### config.mk
export PLATFORM = sky130hd
export DESIGN_NAME = serial_addsub
export DESIGN_NICKNAME = d
export VERILOG_FILES = /design/src/rtl/serial_addsub.sv
export SDC_FILE = /design/constraint.sdc
export NUM_CORES = 1
export LEC_CHECK = 0
export ABC_AREA = 1
export CORE_MARGIN = 4
export CORE_UTILIZATION = 31
export CTS_CLUSTER_SIZE = 12
export DETAILED_ROUTE_END_ITERATION = 16
export SLEW_MARGIN = 20
export SYNTH_ARGS = -nofsm -noshare
export SYNTH_HDL_FRONTEND = slang
export SYNTH_SLANG_ARGS = --single-unit
### constraint.sdc
create_clock -name clk -period 3.6 [get_ports clk]
set_input_delay 0.36 -clock clk [delete_from_list [all_inputs] [get_ports clk]]
set_output_delay 0.36 -clock clk [all_outputs]
set_load 0.005 [all_outputs]
### src/rtl/serial_addsub.sv
// rtl/serial_addsub.sv - bit-serial adder/subtractor, one full-adder cell reused LSB-first
//
// Ports:
//   clk       system clock, rising edge
//   reset_n   synchronous active-low reset
//   start     request an operation (sampled only in IDLE)
//   sub       0: a+b+cin, 1: a-b-cin (cin is borrow-in); latched at start
//   a, b      operands, latched at start
//   cin       carry-in / borrow-in, latched at start
//   busy      high from the accepting edge until the result is posted
//   done      one-cycle pulse, result valid
//   sum       result, held until the next completion
//   cout      raw carry out of the MSB (sub: 1 = no borrow)
//   overflow  two's-complement signed overflow of the result
module serial_addsub #(
    parameter int WIDTH = 8
) (
    input  logic             clk,
    input  logic             reset_n,
    input  logic             start,
    input  logic             sub,
    input  logic [WIDTH-1:0] a,
    input  logic [WIDTH-1:0] b,
    input  logic             cin,
    output logic             busy,
    output logic             done,
    output logic [WIDTH-1:0] sum,
    output logic             cout,
    output logic             overflow
);

    localparam int CW = $clog2(WIDTH);

    typedef enum logic [1:0] {
        S_IDLE,
        S_RUN,
        S_DONE
    } state_t;

    state_t state;
    state_t state_nxt;

    logic [WIDTH-1:0] opa;
    logic [WIDTH-1:0] opb;
    logic [WIDTH-1:0] res;
    logic             carry;
    logic [CW-1:0]    cnt;

    logic bit_s;
    logic bit_c;
    logic last;

    // Single full-adder cell, fed from the bit selected by the counter.
    assign bit_s = opa[cnt] ^ opb[cnt] ^ carry;
    assign bit_c = (opa[cnt] & opb[cnt]) | (opa[cnt] & carry) | (opb[cnt] & carry);
    assign last  = (cnt == CW'(WIDTH - 1));

    always_ff @(posedge clk) begin
        if (!reset_n) begin
            state <= S_IDLE;
        end else begin
            state <= state_nxt;
        end
    end

    always_comb begin
        state_nxt = state;
        case (state)
            S_IDLE:  if (start) state_nxt = S_RUN;
            S_RUN:   if (last)  state_nxt = S_DONE;
            S_DONE:  state_nxt = S_IDLE;
            default: state_nxt = S_IDLE;
        endcase
    end

    always_ff @(posedge clk) begin
        if (!reset_n) begin
            opa      <= '0;
            opb      <= '0;
            res      <= '0;
            carry    <= 1'b0;
            cnt      <= '0;
            busy     <= 1'b0;
            done     <= 1'b0;
            sum      <= '0;
            cout     <= 1'b0;
            overflow <= 1'b0;
        end else begin
            case (state)
                S_IDLE: begin
                    if (start) begin
                        // Subtraction is a + ~b + 1; a borrow-in removes the +1.
                        opa   <= a;
                        opb   <= sub ? ~b : b;
                        carry <= cin ^ sub;
                        cnt   <= '0;
                        res   <= '0;
                        busy  <= 1'b1;
                    end
                end
                S_RUN: begin
                    carry <= bit_c;
                    res   <= {bit_s, res[WIDTH-1:1]};
                    cnt   <= cnt + CW'(1);
                    if (last) begin
                        // carry here is the carry into the MSB.
                        sum      <= {bit_s, res[WIDTH-1:1]};
                        cout     <= bit_c;
                        overflow <= carry ^ bit_c;
                        busy     <= 1'b0;
                        done     <= 1'b1;
                    end
                end
                S_DONE: begin
                    done <= 1'b0;
                end
                default: begin
                    done <= 1'b0;
                    busy <= 1'b0;
                end
            endcase
        end
    end

endmodule

# Yosys cells after proc, flatten, opt, wreduce, memory -nomap -nowiden
# Cells that the tools add are included.
[word_totals] elab_cells=57 ff_bits=42 inputBits=21
[classes] n_eq_ne=5 n_reduce_logical=8 n_addsub=1 mux=19 order_cmp=1 n_bitwise=12
[ops] operator="$mux 8" count=2
[ops] operator="$pmux 8 s2" count=1
[ops] operator="$reduce_and 2->1" count=5
[ops] operator="$not 8->8" count=1
[ops] operator="$bmux 1 s3" count=2
[ops] operator="$mux 1" count=6
[ops] operator="$pmux 3 s2" count=1
[ops] operator="$lt 3x4->1 const B" count=1
[ops] operator="$mux 2" count=2
[ops] operator="$ne 2x2->1 const B" count=2
[ops] operator="$pmux 1 s2" count=2
[ops] operator="$pmux 2 s2" count=1
[ops] operator="$xor 1x1->1" count=4
[ops] operator="$add 3x1->3 const B" count=1
[ops] operator="$and 1x1->1" count=3
[ops] operator="$eq 3x3->1 const B" count=1
[ops] operator="$mux 3" count=1
[ops] operator="$pmux 1 s3" count=1
[ops] operator="$reduce_and 3->1" count=1
[ops] operator="$eq 2x1->1 const B" count=1
[ops] operator="$eq 2x2->1 const B" count=1
[ops] operator="$logic_not 2->1" count=1
[ops] operator="$not 1->1" count=2
[ops] operator="$or 1x1->1" count=2
[ops] operator="$reduce_bool 2->1" count=1

# Depth between registers and ports, before layout
[depth] word_depth=6 ltp_mapped=11

# Worst setup path after synthesis
# Ideal clock, no wire load.
[synth_timing] kind="register -> register" start="reg cnt[0]" end="reg overflow" arrival_ns=1.507 n_path_buf=1 slack_ns=1.976 required_time_ns=3.483 setup_time_ns=0.117 stages_incl_launch_ff=11 cell_sequence="dfxtp_1 -> buf_2 -> nand2_1 -> nand3_1 -> nand3_1 -> o21ai_0 -> fa_1 -> inv_1 -> nand2_1 -> a21oi_1 -> nor2_1"
[synth_between] elab_chain_cells=6 word_cells_on_any_way=12
[synth_rtl] item="start: declaration" line_no="47" rtl="logic [CW-1:0] cnt;"
[synth_rtl] item="start signal: assignment" line_no="104" rtl="cnt <= cnt + CW'(1);"
[synth_rtl] item="$bmux 1 s3" line_no="55" rtl="assign bit_c = (opa[cnt] & opb[cnt]) | (opa[cnt] & carry) | (opb[cnt] & carry);"
[synth_rtl] item="$mux 1 (implied by the code)" line_no="55"
[synth_rtl] item="$and 1x1->1" line_no="55"
[synth_rtl] item="$or 1x1->1 (2 in a row)" line_no="55"
[synth_rtl] item="$xor 1x1->1" line_no="109" rtl="overflow <= carry ^ bit_c;"
[synth_rtl] item="end signal: assignment" line_no="109"
[synth_rtl] item="end: declaration" line_no="29" rtl="output logic overflow"
# Parallel ways exist; a longest one is shown, timed or not. The select of a mux whose other input is x is not followed.
# A chain may end at the register's enable or synchronous reset.

# Worst setup path after layout
# Ends and elaborated chain as after synthesis.

==> qor.txt <==
Peak Freq - 478 MHz
Clock Tree Root - clkbuf_8
Hold Path End - opa[6]
largest net degree at the start of global routing - 27
hold depth - 2
TritonRoute pass-1 iters - 4
worst slew pin tran - 0.696 ns
register area share after synthesis - 45.6%
Mean Syn Cell Area - 7.41 um2
shortest period the worst path allows - 2.09 ns
Worst EP required - 3.78 ns
post-synthesis register bit count - 41
Worst EP arrival - 2.27 ns
CTS tree - done
post-synthesis mux area share - 0%
final setup TNS - 0 ns
Mapped Nets - 267
max-slew violations - 0
largest family of logic cells by synthesized area - simple AND/OR/NAND/NOR gates
HPWL after DPL - 2730 um
CTS buffer count - 5
Hold Vio Cnt, Final - 0
routed vias/inst - 4.55
CTS Hold Bufs - 0
worst r2r src - cnt[0]
met1 wire length - 1960 um
leading post-synthesis cells by cell area - dfxtp_1 (46%), nand2_1 (13%), nand3_1 (8.1%), a21oi_1 (7.8%), inv_1 (5.2%)
Startpoint Class - register
clk_skew - 0.00269 ns
total number of H-tree levels - 2
Static Leakage - 0.921 nW
first-pass GRT wire length - 6700 um
Peak VDD IR - 0.172 mV
R2R Path End - overflow
top cell type's share of synthesized area - 45.6%
critical path endpoint category - register
worst hold path type - reg2reg
final wirelength - 3840 um
post-cts sizing count - 0
Hold Crit Start - opa[6]
layout cells sized above 1 - 6.57%
critical path class - reg2reg
DIE WIDTH - 84.2 um
vias in the first global route - 1441
fin crit share - 58.1%
average wire per standard cell - 11.1 um
cell type with the largest total area after synthesis - dfxtp_1
CTS max path bufs - 2
# clock sinks - 41
max-cap violation count - 0
Die ar. - 7100 um2
RSZ-0062 raised after global routing - no
Detailed Route Iter0 Violations - 90
Post-CTS Setup Bufs - 0
status - finished clean
Final nets - 298
area grow syn2layout - 25.1%
XOR/XNOR Fraction of Synth Area - 3.89%
Residual DRC - 0
Power Density - 403 nW/um2
reg-to-reg slack, setup - 1.51 ns
Top Metal Used - met4
headroom to the max-slew limit - 53.5%
Routed Antenna Nets - 0
Post-Synthesis Cells - 243
synth unique cells - 23
Starting Density - 32.3%
row count - 27
Ys Warns - 0
# IOs - 33
Reg2Reg Depth - 10
post-layout util - 40.4%
placer congestion estimate - 0.811
crit path max fanout - 12
synthesized cell area - 1800 um2
via count - 1575
most common cell after layout, fill and taps aside - nand2_1
commonest non-fill, non-tap cells in the layout - nand2_1 (63), dfxtp_1 (41), clkdlybuf4s50_1 (32)
worst-skew pair later-pin latency - 0.29 ns
total congestion overflow - 0
port bufs - 32
initial antenna violation count - 0
Adder-Cell Fraction of Synth Area - 2.50%
WL met2 - 1590 um
CTS clk-pin slew, worst paths - 0.07 ns
antenna diode count - 0
metal3 WL - 187 um
# setup viols final - 0
simple-gate share of the synthesized area - 26.1%
Die H - 84.2 um
Synth Area in Compound Gates - 12.5%
total core area - 5570 um2
GRT Overall Usage - 11.5%
## where the power goes
part	internal [W]	switching [W]
combinational	0.0000544	0.0000700
clock	0.000152	0.000146
sequential	0.000473	0.0000126
total	0.000679	0.000229
## cell type report
type / count / area (um2)
Clock buffer: 7 / 86.3
Fill cell: 596 / 3320
Inverter: 31 / 118
Multi-Input combinational cell: 162 / 811
Sequential cell: 41 / 821
Tap cell: 72 / 90.1
Timing Repair Buffer: 33 / 328
## state kept, by name, indices dropped and copies added, names as in the netlist
name / flops
busy: 1
cnt: 3
opa: 8
overflow: 1
res: 7
sum: 8
carry: 1
opb: 8
done: 1
state: 2
cout: 1
## cell families (layout without fill, tap and decap cells)
family | Yosys count | after routing
buffers and inverters | 40 | 71
adder cells (fa/ha/maj) | 3 | 3
XOR/XNOR | 8 | 8
AO/OA/AOI/OAI | 45 | 45
flip-flops | 41 | 41
AND/OR/NAND/NOR | 106 | 106
## cells in the mapped netlist
cell type / count
o21ai_1: 4
nand3_1: 29
buf_1: 1
clkinv_2: 1
buf_2: 6
inv_1: 25
ha_1: 2
nor2_4: 1
o21ai_0: 13
a21oi_1: 28
nor2_1: 8
nand2_2: 2
clkinv_1: 1
buf_6: 1
nand2_1: 63
nand3_4: 1
nor2_2: 1
xor2_1: 8
nand2_4: 1
fa_1: 1
inv_2: 4
buf_4: 1
dfxtp_1: 41
## worst max-delay path: stages (launching register included)
cell and delay [ns]:
dfxtp_1 0.56, inv_1 0.23, nand2_1 0.12, nand3_1 0.06, nand3_1 0.08, o21ai_0 0.12
fa_1 0.48, inv_1 0.09, nand2_1 0.05, a21oi_1 0.13, nor2_1 0.05
## stage by stage
stage	total power, W	instances	instance area [um2]	hold slack, ns	setup WS [ns]
2_1_floorplan	0.000579	243	1800	0.429	1.98
3_3_place_gp	0.000619	339	2170	0.457	1.62
3_5_place_dp	0.000622	339	2170	0.457	1.54
4_1_cts	0.000922	346	2250	0.468	1.51
5_1_grt	0.000964	346	2250	0.483	1.34
6_report	0.000909	346	2250	0.466	1.51
## per-layer routing
metal	vias to the layer above	global-route usage (%)
met5	-	0
met4	0	5.41
met3	7	3.53
met2	36	17.0
met1	701	15.4
li1	831	-
## worst max path at each step
stage	from	end	slack, ns	cells past startpoint
5_1_grt	cnt[0]	overflow	1.34	10
6_report	cnt[0]	overflow	1.51	10
2_1_floorplan	cnt[0]	overflow	1.98	10
4_1_cts	cnt[0]	overflow	1.51	10
3_3_place_gp	cnt[0]	overflow	1.62	10
3_5_place_dp	cnt[0]	overflow	1.54	10
Power figures use the tool's default switching activity.
